File: src/rtl/cr16_mem_pkg.sv
// Shared definitions for the CR16 store path: FSM encoding, byte lane selectors and lane width.
package cr16_mem_pkg;

   localparam int unsigned BYTE_W = 8;

   typedef enum logic [1:0] {
      IDLE  = 2'd0,
      RD    = 2'd1,
      MERGE = 2'd2,
      WR    = 2'd3
   } state_e;

   localparam logic LANE_LO = 1'b0;
   localparam logic LANE_HI = 1'b1;

endpackage

File: src/rtl/byte_lane_merge.sv
// Inserts a byte into one lane of a 16-bit word and flags when the source
// register value does not fit in a byte under the selected signedness.
module byte_lane_merge
   import cr16_mem_pkg::*;
(
   input  logic [15:0]       old_word,
   input  logic [BYTE_W-1:0] new_byte,
   input  logic              lane,
   input  logic              signed_mode,
   input  logic [15:0]       full_data,
   output logic [15:0]       merged,
   output logic              ovf
);

   always_comb begin
      merged = old_word;
      if (lane == LANE_HI) begin
         merged[15:8] = new_byte;
      end else begin
         merged[7:0]  = new_byte;
      end
   end

   // Signed fits when the upper byte replicates bit 7; unsigned fits when it is zero.
   always_comb begin
      if (signed_mode) begin
         ovf = (full_data[15:8] != {BYTE_W{full_data[7]}});
      end else begin
         ovf = (full_data[15:8] != 8'h00);
      end
   end

endmodule

File: src/rtl/byte_store_unit.sv
// Store unit for the CR16 datapath: word stores write directly, byte stores
// read-modify-write the addressed lane of a 16-bit word memory.
module byte_store_unit
   import cr16_mem_pkg::*;
#(
   parameter int unsigned ADDR_W = 16,
   parameter int unsigned DATA_W = 16
) (
   input  logic              clk,
   input  logic              rst_n,
   input  logic              st_valid,
   output logic              st_ready,
   input  logic [ADDR_W-1:0] st_addr,
   input  logic [DATA_W-1:0] st_data,
   input  logic              st_byte,
   input  logic              st_signed,
   output logic [ADDR_W-2:0] mem_addr,
   output logic              mem_we,
   output logic [DATA_W-1:0] mem_wdata,
   input  logic [DATA_W-1:0] mem_rdata,
   output logic              done,
   output logic              ovf,
   output logic              misalign
);

   state_e              state_q, state_d;
   logic                st_ready_q;
   logic                mem_we_q;
   logic                done_q;
   logic                ovf_q;
   logic                misalign_q;
   logic [ADDR_W-2:0]   mem_addr_q;
   logic [DATA_W-1:0]   mem_wdata_q;
   logic [DATA_W-1:0]   data_q;
   logic                signed_q;
   logic                lane_q;
   logic                accept;
   logic [DATA_W-1:0]   merged;
   logic                merge_ovf;

   assign accept = st_valid && st_ready_q;

   byte_lane_merge u_merge (
      .old_word    (mem_rdata),
      .new_byte    (data_q[BYTE_W-1:0]),
      .lane        (lane_q),
      .signed_mode (signed_q),
      .full_data   (data_q),
      .merged      (merged),
      .ovf         (merge_ovf)
   );

   always_comb begin
      state_d = state_q;
      case (state_q)
         IDLE:    if (accept) state_d = st_byte ? RD : WR;
         RD:      state_d = MERGE;
         MERGE:   state_d = WR;
         WR:      state_d = IDLE;
         default: state_d = IDLE;
      endcase
   end

   // Handshake and write strobes are registered from the next state so they align with it.
   always_ff @(posedge clk) begin
      if (!rst_n) begin
         state_q     <= IDLE;
         st_ready_q  <= 1'b1;
         mem_we_q    <= 1'b0;
         done_q      <= 1'b0;
         ovf_q       <= 1'b0;
         misalign_q  <= 1'b0;
         mem_addr_q  <= '0;
         mem_wdata_q <= '0;
         data_q      <= '0;
         signed_q    <= 1'b0;
         lane_q      <= LANE_LO;
      end else begin
         state_q    <= state_d;
         st_ready_q <= (state_d == IDLE);
         mem_we_q   <= (state_d == WR);
         done_q     <= (state_d == WR);
         if (accept) begin
            mem_addr_q <= st_addr[ADDR_W-1:1];
            data_q     <= st_data;
            signed_q   <= st_signed;
            lane_q     <= st_addr[0];
            ovf_q      <= 1'b0;
            misalign_q <= !st_byte && st_addr[0];
            if (!st_byte) begin
               mem_wdata_q <= st_data;
            end
         end
         if (state_q == MERGE) begin
            mem_wdata_q <= merged;
            ovf_q       <= merge_ovf;
         end
      end
   end

   assign st_ready  = st_ready_q;
   assign mem_we    = mem_we_q;
   assign done      = done_q;
   assign ovf       = ovf_q;
   assign misalign  = misalign_q;
   assign mem_addr  = mem_addr_q;
   assign mem_wdata = mem_wdata_q;

endmodule

File: config.mk
export PLATFORM = sky130hd
export DESIGN_NAME = byte_store_unit
export DESIGN_NICKNAME = d
export VERILOG_FILES = /design/src/rtl/cr16_mem_pkg.sv /design/src/rtl/byte_lane_merge.sv /design/src/rtl/byte_store_unit.sv
export SDC_FILE = /design/constraint.sdc
export NUM_CORES = 1
export LEC_CHECK = 0
export BUFFER_PORTS_ARGS = -buffer_cell sky130_fd_sc_hd__buf_4
export CAP_MARGIN = 20
export CORE_MARGIN = 2
export CORE_UTILIZATION = 50
export CTS_CLUSTER_SIZE = 8
export DETAILED_ROUTE_END_ITERATION = 10
export HOLD_SLACK_MARGIN = 0.03
export MAX_ROUTING_LAYER = met4
export PLACE_DENSITY_LB_ADDON = 0.3
export SLEW_MARGIN = 20
export SYNTH_ARGS = -nofsm -noshare
export SYNTH_HDL_FRONTEND = slang
export SYNTH_SLANG_ARGS = --single-unit
File: constraint.sdc
create_clock -name clk -period 2 [get_ports clk]
set_input_delay 0.2 -clock clk [delete_from_list [all_inputs] [get_ports clk]]
set_output_delay 0.2 -clock clk [all_outputs]
set_load 0.01 [all_outputs]
==> flow_metrics.tcl <==
set metrics [dict create \
    outcome "finished clean" \
    diodes 0 \
    portBuffers 88 \
    synth_cells 269 \
    grt_pass1_vias 2015 \
    hold_path_depth 2 \
    gp_congestion 0.779 \
    required_ns 2.22 \
    numCtsBuffers 5 \
    p_leak_nw 1.41 \
    rr_endpoint "mem_wdata[3]" \
    layout.cells.non_filler 407 \
    yosys.area.top_type_share_pct 45.6 \
    synth-async-reset-ratio_pct 0 \
    cts_tree "yes" \
    area_delta_synth_final_pct 32.7 \
    overflow 0 \
    holdWs_ns 0.114 \
    yosysWarnings 0 \
    ant_nets 0 \
    yosysMostFrequentCell "nand2_1" \
    drc 0 \
    hold_path.startpoint "rst_n" \
    drv_slew 0 \
    die_y_um 73.5 \
    grt_pass1_wl_um 9270 \
    synth_seq_cells 55 \
    synthDistinctLibCells 31 \
    final_area_um2 3210 \
    netSwitchingFraction_pct 33.7 \
    initial_utilization_pct 51.5 \
    skew_ns 0.00631 \
    synthFlopType "dfxtp_1" \
    period_needed_ns 1.44 \
    cts.sinks 55 \
    tightestPinTransition_ns 0.330 \
    grt_max_degree 29 \
    place_hpwl_um 4150 \
    pin_count 89 \
    syn-cell-area_um2 2420 \
    dieWidth_um 73.5 \
    p_comb_share_pct 39.5 \
    die_area_um2 5400 \
    whs_endpoint "state_q[1]" \
    drive_above_1_share_pct 35.4 \
    wl_met3_um 380 \
    seqPwrFrac_pct 42.3 \
    viasPerCell 5.31 \
    globalRouteTotalUtil_pct 22.8 \
    powerDensity_nw_per_um2 1130 \
    cts_root_buffer "clkbuf_8" \
    clk_latency_ns 0.31 \
    rows 25 \
    postSynthAreaPerCell_um2 8.98 \
    slew_headroom_pct 78.0 \
    switching_power_mw 1.22 \
    critPathSlowestCell "buf_4" \
    clock_path_buffers 2 \
    critPathTopFamily "buffers and inverters" \
    max_cap_violations 0 \
    fmax_mhz 695 \
    cp_slowest_stage_delay_ns 0.36 \
    htree_levels 2 \
    drtIter0Drc 116 \
    final_nets 407 \
    fp.coreArea_um2 4690 \
    synth_commonest_cells "nand2_1, dfxtp_1, a21oi_1" \
    antenna_found_initial 0 \
    r2r_start "state_q[0]" \
    preCtsSetupSlack_ns 0.571 \
    dr.max_layer_used "met4" \
    dp_cells 399 \
    min_period_over_period_pct 71.9 \
    hold_viol 0 \
    synth_area_leaders "dfxtp_1, a21oi_1, nand2_1" \
    startpoint_type "register" \
    crit_chain "inv_1 -> ha_1 -> buf_4 -> a21oi_1 -> o21a_1" \
    synth_top_area_cell "dfxtp_1" \
    post_cts_resized 0 \
    clkTransAtPathRegs_ns 0.09 \
    dpl-instance-area_um2 3110 \
    met2_length_um 2710 \
    crit_buf_inv 2 \
    arrival_ns 1.66 \
    postCtsHoldBufs 0 \
    setup_tns_ns 0 \
    post_cts_buffers 0 \
    wl_met1_um 2540 \
    drt_first_pass_iters 4 \
    vdd_drop_max_v 0.000597 \
    clock_power_share_pct 18.2 \
    num_vias 2161 \
    endpoint_kind "register" \
    setup_ws_ns 0.562 \
    yosysSeqAreaShare_pct 45.6 \
    path_class "reg2reg" \
    wl_per_cell_um 14.0 \
    hold_path.class "in2reg" \
    rsz0062_at_grt "no" \
    synth_edf_count 0 \
    path_max_fanout 28 \
    r2r_cells 5 \
    p_int_mw 2.39 \
    setup_viol 0 \
    reg2reg_slack_ns 0.56 \
    syn_nets 324 \
    wl_um 5710 \
]
## layout by cell type, fill, tap and decap left out, types with 2 or more instances in the layout
| cell type | n |
|---|---|
| nand4_1 | 2 |
| mux2i_1 | 16 |
| ha_1 | 2 |
| dfxtp_1 | 55 |
| nor3_1 | 2 |
| o21a_1 | 16 |
| and2_1 | 3 |
| mux2_2 | 7 |
| a21oi_1 | 52 |
| buf_4 | 96 |
| nand2_1 | 68 |
| nor2_1 | 2 |
| clkbuf_8 | 6 |
| inv_1 | 2 |
| mux2_4 | 9 |
## cell type report
class / instances / area [um^2]
timing repair buffer: 96 / 721
inverter: 3 / 11.3
tap: 54 / 67.6
clock buffer: 6 / 82.6
fill: 410 / 1490
sequential: 55 / 1100
multi-input combinational: 191 / 1210
clock inverter: 2 / 16.3
## power by group through the flow
stage	combinational [mW]	sequential [mW]	clock [mW]
after detailed placement	1.44	1.55	0
final	1.43	1.53	0.656
after CTS	1.44	1.53	0.674
after global placement	1.40	1.54	0
after floorplan	0.809	1.61	0
after global routing	1.57	1.56	0.715
## registers in the layout, summed over array words and instances, names as in the netlist
name	flops
data_q	16
mem_wdata	16
mem_addr	15
state_q	2
done	1
lane_q	1
misalign	1
ovf	1
signed_q	1
st_ready	1
## cell families after synthesis
kind of cell	after synthesis	synth area share, %
AOI/OAI and AO/OA	73	18.3
adders and majority gates	2	1.04
DFF	55	45.6
muxes	32	15.5
buffers and inverters	23	4.45
and+or+nand+nor	84	15.2
## stage by stage
stage	util [%]	power, mW
after floorplan	-	2.42
after global placement	66.2	2.94
after detailed placement	66.2	2.98
after CTS	68.3	3.64
after global routing	68.3	3.84
final	68.3	3.61
## layer usage
layer / up-vias / global-route usage (%)
met5: - / -
met4: 0 / 7.47
met3: 8 / 4.94
met2: 76 / 36.9
met1: 995 / 28.3
li1: 1082 / -
## worst max path at each step
| stage | from | endpoint | slack [ns] | depth (start not counted) |
|---|---|---|---|---|
| 2_1_floorplan | st_ready | mem_wdata[0] | 0.65 | 4 |
| 3_3_place_gp | st_ready | mem_wdata[6] | 0.63 | 3 |
| 3_5_place_dp | st_ready | mem_wdata[1] | 0.57 | 3 |
| 4_1_cts | st_ready | mem_wdata[1] | 0.56 | 3 |
| 5_1_grt | state_q[0] | mem_wdata[1] | 0.43 | 5 |
| 6_report | state_q[0] | mem_wdata[3] | 0.56 | 5 |
No activity file was read; power rests on OpenSTA's default activity.
